===== src/rtl/prog_clk_div_pkg.sv =====
// Shared types and helpers for the multi-channel programmable clock divider.
package prog_clk_div_pkg;

   localparam int DIV_MIN   = 2;
   localparam int DIV_MAX_W = 64;

   typedef logic [DIV_MAX_W-1:0] divWide_t;

   typedef enum logic {
      PH_LOW  = 1'b0,
      PH_HIGH = 1'b1
   } phase_e;

   function automatic divWide_t clampDiv(input divWide_t n);
      return (n < divWide_t'(DIV_MIN)) ? divWide_t'(DIV_MIN) : n;
   endfunction

   // Odd divisors give the spare cycle to the high phase.
   function automatic divWide_t lowLen(input divWide_t n);
      return n >> 1;
   endfunction

   function automatic divWide_t highLen(input divWide_t n);
      return n - (n >> 1);
   endfunction

endpackage


===== src/rtl/prog_clk_div_chan.sv =====
// One divider channel: phase counter, LOW/HIGH FSM and shadow divisor.
// Tick register exists only when PROG_CLK_DIV_TICK_EN is defined.
module prog_clk_div_chan
   import prog_clk_div_pkg::*;
#(
   parameter int CNT_W       = 32,
   parameter int DEFAULT_DIV = 25_000_000
) (
   input  logic             clk_i,
   input  logic             rst_ni,
   input  logic             enable_i,
   input  logic             load_i,
   input  logic [CNT_W-1:0] value_i,
   output logic             clkOut_o,
   output logic             tick_o,
   output logic             pending_o
);

   localparam logic [CNT_W-1:0] RESET_DIV = CNT_W'(clampDiv(divWide_t'(DEFAULT_DIV)));

   phase_e           phase_q, phase_d;
   logic [CNT_W-1:0] cnt_q, cnt_d;
   logic [CNT_W-1:0] activeDiv_q, activeDiv_d;
   logic [CNT_W-1:0] shadowDiv_q, shadowDiv_d;
   logic             pending_q, pending_d;
   logic [CNT_W-1:0] lowLast, highLast;
   logic             applyNow;

   assign lowLast  = CNT_W'(lowLen(divWide_t'(activeDiv_q)) - divWide_t'(1));
   assign highLast = CNT_W'(highLen(divWide_t'(activeDiv_q)) - divWide_t'(1));

   always_ff @(posedge clk_i or negedge rst_ni) begin
      if (!rst_ni) begin
         phase_q     <= PH_LOW;
         cnt_q       <= '0;
         activeDiv_q <= RESET_DIV;
         shadowDiv_q <= RESET_DIV;
         pending_q   <= 1'b0;
      end else begin
         phase_q     <= phase_d;
         cnt_q       <= cnt_d;
         activeDiv_q <= activeDiv_d;
         shadowDiv_q <= shadowDiv_d;
         pending_q   <= pending_d;
      end
   end

   // A pending divisor is taken on the LOW->HIGH step so the new high phase
   // already runs at the new length; a disabled channel takes it at once.
   always_comb begin
      phase_d     = phase_q;
      cnt_d       = cnt_q;
      activeDiv_d = activeDiv_q;
      shadowDiv_d = shadowDiv_q;
      pending_d   = pending_q;
      applyNow    = 1'b0;
      if (!enable_i) begin
         phase_d  = PH_LOW;
         cnt_d    = '0;
         applyNow = pending_q;
      end else if (phase_q == PH_LOW) begin
         if (cnt_q == lowLast) begin
            phase_d  = PH_HIGH;
            cnt_d    = '0;
            applyNow = pending_q;
         end else begin
            cnt_d = cnt_q + 1'b1;
         end
      end else begin
         if (cnt_q == highLast) begin
            phase_d = PH_LOW;
            cnt_d   = '0;
         end else begin
            cnt_d = cnt_q + 1'b1;
         end
      end
      if (applyNow) begin
         activeDiv_d = shadowDiv_q;
         pending_d   = 1'b0;
      end
      if (load_i) begin
         shadowDiv_d = CNT_W'(clampDiv(divWide_t'(value_i)));
         pending_d   = 1'b1;
      end
   end

   always_comb begin
      clkOut_o  = (phase_q == PH_HIGH);
      pending_o = pending_q;
   end

`ifdef PROG_CLK_DIV_TICK_EN
   logic tick_q, tick_d;

   assign tick_d = (phase_q == PH_LOW) && (phase_d == PH_HIGH);

   always_ff @(posedge clk_i or negedge rst_ni) begin
      if (!rst_ni) begin
         tick_q <= 1'b0;
      end else begin
         tick_q <= tick_d;
      end
   end

   assign tick_o = tick_q;
`else
   assign tick_o = 1'b0;
`endif

endmodule


===== src/rtl/prog_clk_div.sv =====
// Multi-channel programmable clock divider top: load decode plus one channel per output.
// Define PROG_CLK_DIV_TICK_EN to generate the per-channel tick pulses.
module prog_clk_div
   import prog_clk_div_pkg::*;
#(
   parameter int CHANNELS    = 2,
   parameter int CNT_W       = 32,
   parameter int DEFAULT_DIV = 25_000_000,
   parameter int CH_W        = (CHANNELS > 1) ? $clog2(CHANNELS) : 1
) (
   input  logic                sys_clk,
   input  logic                sys_rst_n,
   input  logic [CHANNELS-1:0] enable,
   input  logic                div_load,
   input  logic [CH_W-1:0]     div_ch,
   input  logic [CNT_W-1:0]    div_value,
   output logic [CHANNELS-1:0] clk_out,
   output logic [CHANNELS-1:0] tick,
   output logic [CHANNELS-1:0] pending
);

   logic [CHANNELS-1:0] loadSel;

   // Selects that match no channel leave every channel untouched.
   always_comb begin
      loadSel = '0;
      for (int i = 0; i < CHANNELS; i++) begin
         if (div_load && (div_ch == CH_W'(i))) begin
            loadSel[i] = 1'b1;
         end
      end
   end

   for (genvar g = 0; g < CHANNELS; g++) begin : gChan
      prog_clk_div_chan #(
         .CNT_W       (CNT_W),
         .DEFAULT_DIV (DEFAULT_DIV)
      ) uChan (
         .clk_i     (sys_clk),
         .rst_ni    (sys_rst_n),
         .enable_i  (enable[g]),
         .load_i    (loadSel[g]),
         .value_i   (div_value),
         .clkOut_o  (clk_out[g]),
         .tick_o    (tick[g]),
         .pending_o (pending[g])
      );
   end

endmodule


===== config.mk =====
export PLATFORM = sky130hd
export DESIGN_NAME = prog_clk_div
export DESIGN_NICKNAME = d
export VERILOG_FILES = /design/src/rtl/prog_clk_div_pkg.sv /design/src/rtl/prog_clk_div_chan.sv /design/src/rtl/prog_clk_div.sv
export SDC_FILE = /design/constraint.sdc
export NUM_CORES = 1
export LEC_CHECK = 0
export BUFFER_PORTS_ARGS = -buffer_cell sky130_fd_sc_hd__buf_4
export CORE_MARGIN = 4
export CORE_UTILIZATION = 32
export DETAILED_ROUTE_END_ITERATION = 8
export PLACE_DENSITY = 0.52
export SYNTH_ARGS = -nofsm -noshare
export SYNTH_HDL_FRONTEND = slang
export SYNTH_SLANG_ARGS = --single-unit

===== constraint.sdc =====
create_clock -name sys_clk -period 3.33 [get_ports sys_clk]
set_input_delay 0 -clock sys_clk [delete_from_list [all_inputs] [get_ports sys_clk]]
set_output_delay 0 -clock sys_clk [all_outputs]
set_load 0.005 [all_outputs]

**Yosys cells after proc, flatten, opt, wreduce, memory -nomap -nowiden**

Cells that the tools add are included.

- Flip-flop bits (word level): 196
- Latch bits: 0
- Memory bits (writable): 0
- Memory bits (read-only): 0
- Input port bits: 38
- Output and inout port bits: 6
- Word-level logic and storage cells: 57
- Memories: 0

- $add $sub $neg: 8
- $mul: 0
- Divide/modulo/power cells: 0
- Order comparisons: 1
- Equality and inequality tests: 4
- Shift operators: 0
- Mux-type cells: 29
- Bitwise gates (word level): 1
- Reduce and logical (&&, ||, !) cells: 4

Operator list:

| operator | count |
|---|---|
| 2-to-1 mux 32 bit | 9 |
| == test 32 bit | 4 |
| adder 32 x 1 -> 32 bit, second input constant | 2 |
| subtractor 31 x 1 -> 32 bit, second input constant | 2 |
| subtractor 32 x 1 -> 32 bit, second input constant | 2 |
| subtractor 32 x 31 -> 32 bit | 2 |
| < comparator 32 x 2 -> 1 bit, second input constant | 1 |
| 2-to-1 mux 1 bit | 20 |
| nonzero test 2 bit | 2 |
| logical AND 1 bit | 2 |
| inverter 1 bit | 1 |

**Logic depth before layout (Yosys ltp)**

Gate-level depths: netlist (run 1).

- Word-level depth: 7
- Mapped depth: 15
- Depth with buffers taken out: 13

**Cells and area by module**

A second synthesis (run 1) with hierarchy kept.

- Cells, all modules: 1838
- Area, all modules: 16480.8 um^2

Modules (own cells, without submodules):

| module | times used | cells an instance | area an instance (um^2) | seq. area each (um^2) |
|---|---|---|---|---|
| prog_clk_div_chan at gChan[1].uChan | 1 | 932 | 8370.5 | 2482.4 |
| prog_clk_div_chan at gChan[0].uChan | 1 | 904 | 8094.0 | 2482.4 |
| prog_clk_div | 1 | 2 | 16.3 | 0.0 |

**Worst setup path after synthesis (run 1)**

Ideal clock, no wire load.

- Kind: reg-to-reg
- Start: register gChan[0].uChan.activeDiv_q[1]
- End: register gChan[0].uChan.cnt_q[26]
- Setup time: 0.119 ns
- Arrival time: 3.373 ns
- Data required time: 3.211 ns
- Path slack: -0.162 ns
- Cell stages (with the launch flop): 16
- Path buffers: 2
- Clock period less this slack: 3.492 ns
- Cells stage by stage: dfrtp_1 > inv_1 > ha_1 > fa_1 > nand2b_1 > a2111oi_0 > o211a_1 > mux2_2 > a2111o_1 > nor4_1 > nand4_1 > nor4b_2 > or2_1 > buf_2 > buf_4 > nor2_1

- Word-level cells in the longest chain between the ends: 6
- Elaborated cells between the ends (all ways): 9
- Those cells by class: add/sub: 3; eq/ne: 2; mux: 4

Ends and longest elaborated chain:

| element | line | source |
|---|---|---|
| start, declared | prog_clk_div_chan.sv:23 | `logic [CNT_W-1:0] activeDiv_q, activeDiv_d;` |
| start signal, assigned | prog_clk_div_chan.sv:42 | `activeDiv_q <= activeDiv_d;` |
| subtractor 32 x 31 -> 32 bit | prog_clk_div_pkg.sv:24 | `return n - (n >> 1);` |
| subtractor 32 x 1 -> 32 bit | prog_clk_div_chan.sv:30 | `assign highLast = CNT_W'(highLen(divWide_t'(activeDiv_q)) - divWide_t'(1));` |
| == test 32 bit | prog_clk_div_chan.sv:70 | `if (cnt_q == highLast) begin` |
| 2-to-1 mux 32 bit | prog_clk_div_chan.sv:70 |  |
| 2-to-1 mux 32 bit * | prog_clk_div_chan.sv:61 | `end else if (phase_q == PH_LOW) begin` |
| 2-to-1 mux 32 bit * | prog_clk_div_chan.sv:57 | `if (!enable_i) begin` |
| via gChan[0].uChan.cnt_d[26] | prog_clk_div_chan.sv:22 | `logic [CNT_W-1:0] cnt_q, cnt_d;` |
| end signal, assigned | prog_clk_div_chan.sv:41 | `cnt_q <= cnt_d;` |
| end, declared | prog_clk_div_chan.sv:22 |  |

The timed path passes the listed nets; every way through them passes the cells marked *.
A chain may end at the register's enable or synchronous reset.

**Final worst setup path (run 1)**

- Start: register gChan[1].uChan.activeDiv_q[14]
- End: register gChan[1].uChan.cnt_q[26]

- Word-level cells in the longest chain between the ends: 6
- Elaborated cells between the ends (all ways): 9
- Those cells by class: add/sub: 3; eq/ne: 2; mux: 4

Ends and longest elaborated chain:

| element | line |
|---|---|
| start, declared | prog_clk_div_chan.sv:23 |
| start signal, assigned | prog_clk_div_chan.sv:42 |
| subtractor 32 x 31 -> 32 bit | prog_clk_div_pkg.sv:24 |
| subtractor 32 x 1 -> 32 bit | prog_clk_div_chan.sv:30 |
| == test 32 bit | prog_clk_div_chan.sv:70 |
| 2-to-1 mux 32 bit | prog_clk_div_chan.sv:70 |
| 2-to-1 mux 32 bit * | prog_clk_div_chan.sv:61 |
| 2-to-1 mux 32 bit * | prog_clk_div_chan.sv:57 |
| via gChan[1].uChan.cnt_d[26] | prog_clk_div_chan.sv:22 |
| end signal, assigned | prog_clk_div_chan.sv:41 |
| end, declared | prog_clk_div_chan.sv:22 |

Marked as above.

==> flow_summary.ini, run 1 <==
[clocking]
clock_latency_ns = 0.46
clkSinkCount = 196
cts_tree = built
cts_buffers = 17
cts_root_buf = clkbuf_16
clk_pin_slew_worst_paths_ns = 0.08
clockBufferDepth = 2
h-tree-depth = 4

[routing]
dr_total_vias = 14123
via_per_inst = 5.02
dr.pass1.iters = 7
drtIter0Drc = 907
route.top_layer_used = met4
met1Wirelength_mm = 23.7
dr_wl_met2_mm = 25.3
dr_wl_met3_mm = 1.51
drtAntennaViolNets = 0
drt-total-wl_mm = 52.2
drc = 0
routedWlPerCell_um = 18.5

[setup_path]
r2r_end = gChan[1].uChan.cnt_q[26]
r2r_cells = 14
endpoint_kind = flip-flop
crit_chain = inv_1, buf_4, ha_1, o21a_1, o31ai_1, nor2_1, a21oi_2, xnor2_1, nor4_1, nand4_1, nor4_4, buf_4, bufbuf_16, nor2_1
crit_path_max_incr_delay_ns = 0.54
critPathRequiredTime_ns = 3.68
start_kind = flip-flop
path_max_fanout = 8
rrSetupSlack_ns = -0.32
critical_path_class = flip-flop to flip-flop
r2r-start = gChan[1].uChan.activeDiv_q[14]
crit_arrival_ns = 4.00
slowest_stage = dfstp_2

[global_route]
grt_overflow = 0
grt_pass1_vias = 14258
antenna_found_initial = 0
grt_max_degree = 69
grt_pass1_wl_mm = 80.3
grt_use_total_pct = 19.1

[logic_synthesis]
ys_ff_latch = 196
syn_area_per_cell_um2 = 9.15
syn_area_mm2 = 0.0159
ys_warn_count = 0
ys_seq_area_share_pct = 31.2
synthFlopType = dfrtp_1
postSynthCellCount = 1736
async_reset_ff_share_pct = 100
synth_cell_types = 86
synth-edff-count = 0

[floorplanning]
dieArea_mm2 = 0.0533
start_util_pct = 32.4
die-width_um = 231
fp.dieH_um = 231
rows = 81
coreArea_mm2 = 0.0491
ios = 44

[timing]
period_share_pct = 110
fin_ws_ns = -0.320
fmax_ghz = 0.274
period_needed_ns = 3.65
hold_violations = 0
whs_ns = 0.0468
rsz0062_at_grt = true
slew_headroom_pct = 41.5
drv_slew = 0
worstMarginPinSlew_ns = 0.877
fin_setup_tns_ns = -24.31
skew_ns = 0.0113
setup_viol = 104

[pwr]
vdd_drop_max_uv = 475
p_leak_nw = 9.62
p_per_area_mw_per_mm2 = 765

[min_path]
min_path_type = primary input to flip-flop
worstHoldEndpoint = gChan[1].uChan.pending_o
min_path_cells = 4
hold_start = div_ch

[final_layout]
drive_gt1_share_pct = 36.2
final_cells = 2816
final_nets = 2307
synthToLayoutAreaGrowth_pct = 35.2
n_antenna_cell = 0

[place]
finalWeightedCongestion = 0.933
hpwl_mm = 40.8
dp.cells = 2731
portBuffers = 41

[outcome]
status = finished, violations left
violations = negative setup slack

[run]
max_cap_viol_count = 0
## where the power goes
part | total (W) | internal (W) | switching (W)
clock network | 0.00211 | 0.00104 | 0.00107
registers | 0.00307 | 0.00283 | 0.000243
logic | 0.0113 | 0.00549 | 0.00577
## synth_stat cells, drive strengths merged, types with 5 or more instances
cell type  count  share of area [%]
inv          105                2.5
and3          25               0.98
and2           6               0.24
a2111oi       11               0.76
clkbuf        49                1.2
mux2         129                9.9
o21ai         51                1.6
or2            9               0.35
o211ai        10               0.47
a21o           8               0.38
a31oi         20               0.79
o31ai         16               0.76
nand2        137                3.2
nor3b          7               0.33
and4           6               0.33
nand2b        15               0.69
o21bai        10               0.47
a21boi         5               0.24
nor3          29               0.91
nor4          38                1.8
or3            8               0.32
ha           128                 10
mux2i          7               0.44
a21oi         56                1.8
nor2b         33                1.3
nor2         180                4.3
xnor2        146                8.0
dfrtp        148                 23
dfstp         48                7.9
xor2         106                5.8
o311ai         5               0.28
buf           24                1.0
nand4         41                1.7
a211oi        13               0.71
nand3         49                1.5
## metrics by stage
step | total power, W | setup slack, ns | cell area, um2 | util (%)
5_1_grt | 0.0175 | -0.453 | 21500 | 43.8
3_3_place_gp | 0.0132 | -0.563 | 19600 | 40.0
4_1_cts | 0.0158 | -0.348 | 20900 | 42.6
2_1_floorplan | 0.00890 | 0.00105 | 16100 | -
3_5_place_dp | 0.0133 | -0.576 | 19600 | 40.0
6_report | 0.0164 | -0.320 | 21500 | 43.8
## critical path: cells and delay by family (launching register included)
kind                       cells  cell delay (ns)
DFF                            1             0.54
xor gates and xnor gates       1             0.12
adders and majority gates      1             0.39
and+or+nand+nor                5             1.04
buffers and inverters          4             0.68
AOI/OAI and AO/OA              3             0.76
## what timing repair did
| item | in CTS | in global routing |
|---|---|---|
| cloned | 4 | 3 |
| buffers inserted | 5 | 11 |
| hold buffers | 35 | 0 |
| pin swaps | 26 | 48 |
| hold endpoints to repair | 132 | 0 |
| setup endpoints to repair | 131 | 131 |
| gates resized for setup | 51 | 106 |
## how the worst max path moves through the flow
stage | startpoint | depth (start not counted) | slack [ns] | end
finish | gChan[1].uChan.activeDiv_q[14] | 14 | -0.32 | gChan[1].uChan.cnt_q[26]
global route | gChan[1].uChan.activeDiv_q[1] | 17 | -0.45 | gChan[1].uChan.cnt_q[27]
CTS | gChan[0].uChan.activeDiv_q[19] | 16 | -0.35 | gChan[0].uChan.cnt_q[6]
detailed placement | gChan[0].uChan.activeDiv_q[1] | 15 | -0.58 | gChan[0].uChan.cnt_q[14]
global placement | gChan[0].uChan.activeDiv_q[1] | 15 | -0.56 | gChan[0].uChan.cnt_q[2]
floorplan | gChan[1].uChan.activeDiv_q[12] | 14 | 0.001 | gChan[1].uChan.cnt_q[21]
## area by class of cell
type                    instances  area (um2)
clock buffers                  21         462
clock inverters                11         111
fillers                      4779       27600
inverters                     105         399
multi-input cells            1363       11000
flip-flops and latches        196        4970
well taps                     664         831
repair buffers                456        3720
## kinds of logic (layout without fill, tap and decap cells)
family / Yosys count / count (layout) / synth area share [%]
buf+inv: 178 / 593 / 4.68
simple gates: 593 / 593 / 18.7
compound gates: 250 / 250 / 10.9
xor+xnor: 252 / 252 / 13.9
mux: 136 / 136 / 10.3
flops: 196 / 196 / 31.2
fa+ha+maj: 130 / 130 / 10.3
other cells: 1 / 2 / 0.0236
## cell usage in the layout, fill, tap and decap left out, types with 18 or more instances in the layout
cell type	count
o21ai_0	36
a21oi_1	46
dlygate4sd3_1	35
buf_4	406
a31oi_1	18
nand4_1	40
nor2b_1	30
mux2_2	90
clkbuf_16	21
and3_1	25
nor2_1	167
mux2_4	31
nor4_1	19
nor3_1	28
dfrtp_1	146
xnor2_1	142
dfstp_2	48
ha_1	102
inv_1	89
xor2_1	106
nand3_1	47
nand2_1	132
## state kept, by name (all words and copies together), names as in the netlist
signal	cells
gChan.uChan.activeDiv_q	64
gChan.uChan.clkOut_o	2
gChan.uChan.cnt_q	64
gChan.uChan.pending_o	2
gChan.uChan.shadowDiv_q	64
## layer usage
metal,vias up,track usage [%]
li1,6831,-
met1,6916,25.6
met2,300,32.9
met3,76,1.55
met4,0,5.96
met5,-,0
No activity file was read; power rests on OpenSTA's default activity.
==> inputs of run 2 (changes only) <==
--- a/config.mk
+++ b/config.mk
@@ -9,7 +9,7 @@
 export CORE_MARGIN = 4
 export CORE_UTILIZATION = 32
 export DETAILED_ROUTE_END_ITERATION = 8
-export PLACE_DENSITY = 0.52
+export SETUP_SLACK_MARGIN = 0.05
 export SYNTH_ARGS = -nofsm -noshare
 export SYNTH_HDL_FRONTEND = slang
 export SYNTH_SLANG_ARGS = --single-unit
==> flow_summary.ini, run 2 (synthesized netlist as in run 1, its figures left out) <==
[place]
portBuffers = 41
dp.cells = 2717
hpwl_mm = 39.7
finalWeightedCongestion = 0.982

[pwr]
vdd_drop_max_uv = 333
p_per_area_mw_per_mm2 = 751
switching_share_pct = 42.7
p_int_w = 0.00970
p_leak_nw = 9.79
power_w = 0.0169
seqPwrFrac_pct = 18.2
pwr-share-clk_pct = 12.4
p_sw_w = 0.00722
p_comb_share_pct = 69.4

[routing]
drc = 0
dr.pass1.iters = 5
drtAntennaViolNets = 0
via_per_inst = 5.04
dr_total_vias = 14238
drtIter0Drc = 786
drt-total-wl_mm = 52.9
routedWlPerCell_um = 18.7

[global_route]
grt_max_degree = 90
grt_pass1_wl_mm = 82.4
grt_overflow = 0
grt_use_total_pct = 19.4
grt_pass1_vias = 14879
antenna_found_initial = 0

[final_layout]
drive_gt1_share_pct = 41.1
n_antenna_cell = 0
final_nets = 2316
top_regs = gChan.uChan.activeDiv_q x64, gChan.uChan.cnt_q x64, gChan.uChan.shadowDiv_q x64
synthToLayoutAreaGrowth_pct = 41.9
layout_common_cells = 392 x buf_4, 146 x dfrtp_1, 140 x xnor2_1, 131 x nand2_1, 106 x xor2_1
final_common_cell = buf_4
post-route-util_pct = 45.9
final_cells = 2825

[floorplanning]
ios = 44
dieArea_mm2 = 0.0533
rows = 81
start_util_pct = 32.4
coreArea_mm2 = 0.0491
fp.dieH_um = 231
die-width_um = 231

[timing]
drv_slew = 0
hold_violations = 0
slew_headroom_pct = 37.9
fmax_ghz = 0.268
rsz0062_at_grt = true
period_share_pct = 112
skew_ns = 0.0140
fin_ws_ns = -0.400
worstMarginPinSlew_ns = 0.932
period_needed_ns = 3.73
setup_viol = 130

[setup_path]
critPathRequiredTime_ns = 3.67
r2r_cells = 16
critical_path_class = flip-flop to flip-flop
path_max_fanout = 7
rrSetupSlack_ns = -0.40
r2r_end = gChan[0].uChan.cnt_q[25]
r2r-start = gChan[0].uChan.activeDiv_q[1]
endpoint_kind = flip-flop
crit_arrival_ns = 4.07
start_kind = flip-flop

[clocking]
clk_pin_slew_worst_paths_ns = 0.08
clockBufferDepth = 2
cts_root_buf = clkbuf_16
cts_tree = built
clkSinkCount = 196
clock_latency_ns = 0.45
h-tree-depth = 4
cts_buffers = 17

[min_path]
min_path_type = primary input to flip-flop
hold_start = div_ch
min_path_cells = 4
worstHoldEndpoint = gChan[1].uChan.pending_o

[run]
max_cap_viol_count = 0

[outcome]
status = finished, violations left
violations = negative setup slack
run 2: layout make-up:
type,count,area (um2)
Fill cell,4608,26500
Inverter,105,404
Multi-Input combinational cell,1363,11800
Sequential cell,196,4970
Tap cell,664,831
Clock buffer,19,443
Timing Repair Buffer,465,3960
Clock inverter,13,145
run 2: per-layer routing:
layer	global-route usage [%]	vias up	share of wire (%)
met5	0	-	0
met4	6.24	0	3.2
met2	34.7	275	51
met1	24.9	7019	44
li1	-	6855	-
met3	1.43	89	2.2
run 2: power by group through the flow:
stage	combinational (W)	clock (W)	sequential (W)
floorplan	0.00580	0	0.00315
global placement	0.0100	0	0.00309
detailed placement	0.0101	0	0.00310
CTS	0.0109	0.00214	0.00308
global route	0.0126	0.00223	0.00313
finish	0.0117	0.00210	0.00309
run 2: how the worst max path moves through the flow:
stage	startpoint	to
2_1_floorplan	gChan[0].uChan.activeDiv_q[1]	gChan[0].uChan.cnt_q[0]
3_3_place_gp	gChan[1].uChan.activeDiv_q[4]	gChan[1].uChan.cnt_q[0]
3_5_place_dp	gChan[1].uChan.activeDiv_q[3]	gChan[1].uChan.cnt_q[22]
4_1_cts	gChan[0].uChan.activeDiv_q[19]	gChan[0].uChan.cnt_q[30]
5_1_grt	gChan[0].uChan.activeDiv_q[11]	gChan[0].uChan.cnt_q[25]
6_report	gChan[0].uChan.activeDiv_q[1]	gChan[0].uChan.cnt_q[25]
run 2: repair_timing:
action,4_1_cts,5_1_grt
pin swaps,74,64
endpoints found under the setup margin,132,132
setup buffers,24,12
cloned,11,2
hold buffers,35,0
gates resized for setup,171,195
hold endpoints to repair,145,0
run 2: through the flow:
| step | setup TNS [ns] | hold slack, ns | cell area (um2) | worst slack [ns] |
|---|---|---|---|---|
| after floorplan | 0 | -0.296 | 16100 | 0.00145 |
| final | -24.29 | 0.0816 | 22500 | -0.400 |
| after CTS | -21.74 | 0.0685 | 21800 | -0.333 |
| after detailed placement | -44.22 | 0.133 | 19600 | -0.470 |
| after global routing | -42.64 | 0.0998 | 22500 | -0.522 |
| after global placement | -44.46 | 0.117 | 19600 | -0.499 |
run 2: worst max-delay path, stage by stage (launching register included):
cell and delay (ns):
dfrtp_2 0.43, buf_4 0.16, fa_2 0.43, nand2b_4 0.10
a2111oi_4 0.08, o211a_4 0.29, buf_4 0.14, a2111oi_4 0.38
buf_4 0.20, o21ai_1 0.08, xnor2_1 0.18, a2111oi_2 0.34
nor4b_4 0.27, or2_4 0.18, buf_6 0.12, clkbuf_16 0.18
nor2_4 0.04
